**config.mk**
```make
export PLATFORM = sky130hd
export DESIGN_NAME = clk_div_multi
export DESIGN_NICKNAME = d
export VERILOG_FILES = /design/src/rtl/clk_div_multi.sv
export SDC_FILE = /design/constraint.sdc
export NUM_CORES = 1
export LEC_CHECK = 0
export CORE_MARGIN = 5
export CORE_UTILIZATION = 30
export CTS_CLUSTER_SIZE = 24
export DETAILED_ROUTE_END_ITERATION = 10
export PLACE_DENSITY = 0.55
export SLEW_MARGIN = 30
export SYNTH_ARGS = -nofsm -noshare
export SYNTH_HDL_FRONTEND = slang
export SYNTH_SLANG_ARGS = --single-unit
```
**constraint.sdc**
```tcl
create_clock -name clk -period 3.4 [get_ports clk]
set_input_delay 0.34 -clock clk [delete_from_list [all_inputs] [get_ports clk]]
set_output_delay 0.34 -clock clk [all_outputs]
set_load 0.02 [all_outputs]
```
**src/rtl/clk_div_multi.sv**
```systemverilog
// -----------------------------------------------------------------------------
// clk_div_multi
//
// Multi-channel programmable tick / square-wave generator. Each channel has one
// counter running 0..D-1 in the clk domain; at the wrap it emits a one-cycle
// tick and toggles a 50 % duty fout. No derived clocks are produced.
//
// Divisor loads are normally deferred: the new value is parked in a per-channel
// shadow register and applied at the channel's next wrap, so the output period
// changes without glitches. Define CLKDIV_IMMEDIATE_LOAD_EN to make loads take
// effect on the accepting edge instead (counter restarts, no shadow/pending).
//
// Ports:
//   clk       in   1          global clock, rising edge
//   rst_n     in   1          asynchronous active-low reset
//   en        in   NCH        per-channel run enable
//   ld_valid  in   1          divisor load request
//   ld_ch     in   LW         target channel of the load (>= NCH is discarded)
//   ld_div    in   CW         new divisor D (0 halts the channel)
//   ld_ready  out  1          load can be accepted this cycle (combinational)
//   tick      out  NCH        one-cycle strobe per channel, registered
//   fout      out  NCH        divided square wave per channel, registered
// -----------------------------------------------------------------------------
module clk_div_multi #(
    parameter  int unsigned NCH      = 4,
    parameter  int unsigned CW       = 27,
    parameter  int unsigned DIV_INIT = 50_000_000,
    localparam int unsigned LW       = (NCH > 1) ? $clog2(NCH) : 1
) (
    input  logic           clk,
    input  logic           rst_n,
    input  logic [NCH-1:0] en,
    input  logic           ld_valid,
    input  logic [LW-1:0]  ld_ch,
    input  logic [CW-1:0]  ld_div,
    output logic           ld_ready,
    output logic [NCH-1:0] tick,
    output logic [NCH-1:0] fout
);

    logic           ch_ok;
    logic [NCH-1:0] ld_sel;

    always_comb begin
        ch_ok = (32'(ld_ch) < NCH);
    end

`ifndef CLKDIV_IMMEDIATE_LOAD_EN
    logic [NCH-1:0] pend;

    // Out-of-range channels are always ready so the request is swallowed.
    always_comb begin
        ld_ready = 1'b1;
        if (ch_ok) begin
            ld_ready = !pend[ld_ch];
        end
    end
`else
    always_comb begin
        ld_ready = 1'b1;
    end
`endif

    always_comb begin
        ld_sel = '0;
        for (int unsigned c = 0; c < NCH; c++) begin
            ld_sel[c] = ld_valid && ld_ready && ch_ok && (32'(ld_ch) == c);
        end
    end

    for (genvar g = 0; g < NCH; g++) begin : g_ch
        logic [CW-1:0] cnt;
        logic [CW-1:0] div_q;
        logic          tick_q;
        logic          fout_q;
        logic          run;
        logic          wrap;

        always_comb begin
            run  = en[g] && (div_q != '0);
            wrap = run && (cnt == div_q - CW'(1));
        end

`ifndef CLKDIV_IMMEDIATE_LOAD_EN
        logic [CW-1:0] shd;
        logic          pend_q;

        always_ff @(posedge clk or negedge rst_n) begin
            if (!rst_n) begin
                cnt    <= '0;
                div_q  <= CW'(DIV_INIT);
                shd    <= '0;
                pend_q <= 1'b0;
                tick_q <= 1'b0;
                fout_q <= 1'b0;
            end else begin
                tick_q <= 1'b0;
                if (!run) begin
                    // A stopped channel has no wrap to wait for, so a pending
                    // divisor is taken over at once and the count restarts.
                    if (pend_q) begin
                        div_q  <= shd;
                        pend_q <= 1'b0;
                        cnt    <= '0;
                    end else if (div_q == '0) begin
                        cnt <= '0;
                    end
                end else if (wrap) begin
                    cnt    <= '0;
                    tick_q <= 1'b1;
                    fout_q <= !fout_q;
                    if (pend_q) begin
                        div_q  <= shd;
                        pend_q <= 1'b0;
                    end
                end else begin
                    cnt <= cnt + CW'(1);
                end
                // ld_sel implies pend_q was clear, so this never collides
                // with the apply paths above.
                if (ld_sel[g]) begin
                    shd    <= ld_div;
                    pend_q <= 1'b1;
                end
            end
        end

        always_comb begin
            pend[g] = pend_q;
        end
`else
        always_ff @(posedge clk or negedge rst_n) begin
            if (!rst_n) begin
                cnt    <= '0;
                div_q  <= CW'(DIV_INIT);
                tick_q <= 1'b0;
                fout_q <= 1'b0;
            end else begin
                tick_q <= 1'b0;
                if (ld_sel[g]) begin
                    div_q <= ld_div;
                    cnt   <= '0;
                end else if (!run) begin
                    if (div_q == '0) begin
                        cnt <= '0;
                    end
                end else if (wrap) begin
                    cnt    <= '0;
                    tick_q <= 1'b1;
                    fout_q <= !fout_q;
                end else begin
                    cnt <= cnt + CW'(1);
                end
            end
        end
`endif

        always_comb begin
            tick[g] = tick_q;
            fout[g] = fout_q;
        end
    end

endmodule

```
# --- Word-level counts from Yosys, hierarchy flattened ---
# Index checks and enable logic that the tools add are counted.
word_totals:
  out_inout_bits: 9
  word_cells: 133
  regBits: 336
  input_bits: 36
op_classes:
  addsub: 8
  n_lt_le_gt_ge: 1
  n_eq_ne: 15
  muxes: 50
  reduce_logical: 35
ops:
  columns: ["cell", "n"]
  rows:
  - ["27-bit two-way mux", 28]
  - ["27-bit by 1-bit adder with 27-bit output, second input constant", 4]
  - ["27-bit equality test", 4]
  - ["27-bit zero test", 4]
  - ["27-bit nonzero test", 4]
  - ["27-bit by 1-bit subtractor with 27-bit output, second input constant", 4]
  - ["1-bit two-way mux", 21]
  - ["1-bit logical AND", 13]
  - ["3-bit by 2-bit != test with 1-bit output, second input constant", 4]
  - ["3-bit nonzero test", 4]
  - ["2-bit by 1-bit != test with 1-bit output, second input constant", 4]
  - ["2-bit AND reduction", 4]
  - ["1-bit zero test", 5]
  - ["2-bit equality test, second input constant", 2]
  - ["2-bit by 3-bit < comparator with 1-bit output, second input constant", 1]
  - ["1-bit binary-select mux with 2-bit select", 1]
  - ["2-bit by 1-bit equality test with 1-bit output, second input constant", 1]
  - ["2-bit zero test", 1]

# --- Longest topological paths before layout ---
depth:
  ltp_word: 6
  depth_mapped: 12
  mapped_depth_nobuf: 10

# --- Worst setup path before layout ---
# No wires, ideal clock.
synth_timing:
  path_kind: "reg2reg"
  start: "register g_ch[0].div_q[0]"
  end: "register g_ch[0].div_q[10]"
  path_stages_with_launch: 12
  synth_period_minus_slack_ps: 3488
  required_ps: 3275
  arrival_time_ps: 3363
  path_slack_ps: -88
  n_path_buf: 1
  setup_ps: 125
  cell_sequence: "dfrtp_1 inv_1 ha_1 nor3b_1 nand3_1 or4_1 a41oi_1 a41o_1 o2111ai_1 a21boi_2 buf_2 mux2_2"
synth_via:
  elab_chain_len: 4
  word_cells_on_any_way: 7
  classes_between: "1 x add/sub; 2 x eq/ne; 1 x mux; 3 x reduce/logical"
synth_lines:
  columns: ["element", "line_no", "text"]
  rows:
  - ["start, declared", "73", "logic [CW-1:0] div_q;"]
  - ["start signal, assigned", "91", "div_q <= CW'(DIV_INIT);"]
  - ["27-bit by 1-bit subtractor with 27-bit output or 27-bit nonzero test (tied branches)", "81, 80", null]
  - ["27-bit equality test or 1-bit logical AND (tied branches)", "81, 80", null]
  - ["1-bit logical AND", "81", "wrap = run && (cnt == div_q - CW'(1));"]
  - ["2-bit by 1-bit != test with 1-bit output (no line)", null, null]
# Several ways; a longest one is shown, not always the timed one.
# A chain may end at the register's enable or synchronous reset.

# --- Final worst setup path ---
layout_timing:
  start: "register g_ch[2].div_q[9]"
  end: "register g_ch[2].div_q[16]"
layout_via:
  elab_chain_len: 4
  word_cells_on_any_way: 7
  classes_between: "1 x add/sub; 2 x eq/ne; 1 x mux; 3 x reduce/logical"
layout_lines:
  columns: ["element", "line_no"]
  rows:
  - ["start, declared", "73"]
  - ["start signal, assigned", "91"]
  - ["27-bit by 1-bit subtractor with 27-bit output or 27-bit nonzero test (tied branches)", "81, 80"]
  - ["27-bit equality test or 1-bit logical AND (tied branches)", "81, 80"]
  - ["1-bit logical AND", "81"]
  - ["2-bit by 1-bit != test with 1-bit output (no line)", null]
# Several ways; a longest one is shown, not always the timed one.

==> run_results.csv <==
group,metric,value,unit
sta,holdWs,418,ps
clock_network,htreeDepth,2,
pwr,p_per_area,655,mW/mm^2
sta,worst_slew_margin_rel,45.6,%
synth,yosysSeqAreaShare,44.9,%
global_route,antenna_found_initial,2,
placement,placed_cells,2799,
setup_path,endpoint_kind,"flip-flop",
sta,finalHoldViolCount,0,
floorplanning,die_height,261,um
setup_path,r2r-end,"g_ch[2].div_q[16]",
synth,synthMuxAreaShare,10.6,%
synth,synth_cells,1885,
global_route,grt_pass1_vias,14700,
route,drtPass1Iterations,6,
clock_network,clk_pin_slew_worst_paths,60,ps
pwr,leakage,0.00948,uW
sta,fmax,0.301,GHz
floorplanning,dieArea,0.0680,mm^2
clock_network,cts.sinks,336,
setup_path,crit_arrival,3770,ps
synth,synth_compound_area_share,8.73,%
setup_path,crit_top_cell,"or4_4",
sta,rsz0062_at_grt,"yes",
setup_path,crit_fanout,7,
synth,synth-main-ff-cell,"dfrtp_1",
setup_path,worst_path_largest_cell_delay,500,ps
route,wirelength,52.5,mm
setup_path,start_kind,"flip-flop",
route,via_per_inst,5.13,
route,detail_route.wl_per_cell,18.2,um
synth,synthAdderAreaFrac,0.795,%
setup_path,cpMaxStageDelayCell,"or4_4",
finish,final_cell_mix,"dfrtp_1 (284), nand2_1 (195), mux2_2 (143), buf_4 (130), nor2_1 (124)",
route,num_vias,14800,
worst_hold_path,hold_path.class,"primary input to async pin",
pwr,ir_drop,0.424,mV
pwr,power.total,15200,uW
placement,gp_congestion,0.888,
route,drc,0,
setup_path,path_class,"flip-flop to flip-flop",
synth,synth_xor_area_share,11.2,%
job,max-cap-violations,0,
placement,io_buffers,44,
clock_network,cts_tree,"built",
synth,ys.warnings.count,0,
clock_network,cts_buffers,40,
sta,worst_pin_slew,817,ps
setup_path,cp_data_required_time,3850,ps
synth,synth_top_family_by_area,"simple AND/OR/NAND/NOR gates",
floorplanning,core_region_area,0.0627,mm^2
synth,ys_async_sr_fraction,100,%
synth,synth_area_per_cell,10.0,um^2
setup_path,r2r_start,"g_ch[2].div_q[9]",
synth,synth-seq-cells,336,
finish,finalNonFillerCells,2890,
global_route,overflow,0,
finish,drive_gt1_share,25.5,%
placement,dpl-instance-area,0.0211,mm^2
floorplanning,std_cell_rows,92,
route,drt_iter0_markers,850,
finish,syn_to_final_growth,22.6,%
clock_network,cts_max_path_buffers,3,
placement,dpl.hpwl,37.1,mm
route,postRouteAntennaNets,0,
global_route,grt_max_degree,96,
finish,fill_cells,6205,
sta,fin_crit_sh,97.8,%
floorplanning,ios,45,
sta,drv_slew,0,
sta,skew,14.6,ps
setup_path,rrSetupSlack,70,ps
synth,synthDistinctLibCells,85,
sta,setup_violations,0,
clock_network,cts-root-buf,"clkbuf_16",
clock_network,clk-insertion-delay-late,570,ps
finish,antenna_cells,0,
finish,nNetsFinal,2060,
floorplanning,die_x,261,um
floorplanning,start_util,30.1,%
finish,final_common_cell,"dfrtp_1",
global_route,grt_pass1_wl,83.0,mm
global_route,grt_usage,15.2,%
finish,final_cell_area,0.0231,mm^2
setup_path,cp_cell_sequence,"or4_4 > or3_4 > nor4_2 > a21boi_1 > or4_4 > a2111oi_4 > o21ai_4 > clkbuf_16 > mux2_4",
synth,synth_nets,1933,
synth,synth-simple-area-share,20.3,%
synth,syn_area,0.0189,mm^2
synth,synth_edf_count,0,
outcome,outcome,"finished clean",
sta,min_period,3330,ps
setup_path,r2r_cells,9,
==> area by class of cell <==
type	instances	area, um^2	area share [%]
clock buffers	52	1120	4.83
clock inverters	22	337	1.45
inverters	52	195	0.844
multi-input cells	1389	10200	44.0
flip-flops and latches	336	8470	36.6
well taps	846	1060	4.58
repair buffers	193	1770	7.66
==> logic make-up after synthesis <==
group                      count (synthesis)
buffers and inverters                    161
DFF                                      336
AOI/OAI and AO/OA                        223
and+or+nand+nor                          743
xor gates and xnor gates                 239
adders and majority gates                 12
muxes                                    171
==> metrics by stage <==
step / utilization, % / TNS [ps] / setup WS, ps
2_1_floorplan: - / 0 / 4.58
3_3_place_gp: 33.6 / -17710 / -237
3_5_place_dp: 33.6 / -19940 / -307
4_1_cts: 36.2 / 0 / 14.3
5_1_grt: 36.9 / -361 / -25.4
6_report: 36.9 / 0 / 74.2
==> sequential cells by signal (all words and copies together) (netlist names) <==
name and flops:
g_ch.fout_q 4, g_ch.div_q 108, g_ch.tick_q 4, g_ch.shd 108
g_ch.pend_q 4, g_ch.cnt 108
==> Yosys cell counts (10+ instances only) <==
| cell | number | area [um^2] |
|---|---|---|
| nor3_1 | 86 | 430 |
| nand2_1 | 195 | 732 |
| or4_1 | 20 | 150 |
| buf_2 | 10 | 50.1 |
| a31oi_1 | 38 | 238 |
| nor4_1 | 47 | 294 |
| clkbuf_1 | 83 | 312 |
| dfstp_2 | 48 | 1260 |
| ha_1 | 12 | 150 |
| and3_1 | 40 | 250 |
| nand4_1 | 46 | 288 |
| mux2_2 | 143 | 1610 |
| a21oi_1 | 18 | 90.1 |
| o311ai_0 | 30 | 263 |
| o21ai_0 | 18 | 90.1 |
| mux2_4 | 20 | 300 |
| nor2_1 | 124 | 465 |
| nor4b_1 | 10 | 87.6 |
| or3_1 | 17 | 106 |
| xnor2_1 | 123 | 1080 |
| o22ai_1 | 32 | 200 |
| xor2_1 | 115 | 1010 |
| nand3_1 | 74 | 370 |
| or2_2 | 11 | 68.8 |
| nand2b_1 | 10 | 62.6 |
| dfrtp_1 | 288 | 7210 |
| and4_1 | 13 | 114 |
| inv_1 | 51 | 191 |
==> worst max-delay path: cells and delay by family, from the launching register on <==
family | cells | cell delay (ps)
DFF | 1 | 430
buffers and inverters | 1 | 210
and+or+nand+nor | 4 | 1590
AOI/OAI and AO/OA | 3 | 680
muxes | 1 | 290
==> worst max-delay path by stage <==
stage / startpoint / end / slack (ps) / cells after the start
2_1_floorplan: g_ch[2].div_q[16] / g_ch[2].div_q[10] / 5 / 10
3_3_place_gp: g_ch[1].div_q[4] / g_ch[1].div_q[5] / -240 / 8
3_5_place_dp: g_ch[1].div_q[4] / g_ch[1].div_q[24] / -310 / 8
4_1_cts: g_ch[1].div_q[4] / g_ch[1].div_q[2] / 10 / 9
5_1_grt: g_ch[0].div_q[0] / g_ch[0].div_q[0] / -30 / 11
6_report: g_ch[2].div_q[9] / g_ch[2].div_q[16] / 70 / 9
==> timing repair <==
item | CTS | global route
buffers inserted | 2 | 9
pin swaps | 4 | 17
hold buffers | 1 | 0
hold endpoints to repair | 73 | 0
endpoints found under the setup margin | 134 | 182
gates cloned | 1 | 4
resized for setup | 14 | 59
==> metal layers <==
metal | track usage [%] | wire, um
met4 | 4.75 | 1450
met2 | 24.4 | 24500
met5 | 0 | 0
met3 | 1.99 | 2040
met1 | 21.4 | 24600
==> report_power, final <==
group | internal, uW | switching, uW
sequential | 5010 | 964
combinational | 2310 | 2130
clock | 2950 | 1810
total | 10300 | 4900
(Power assumes the default switching activity.)
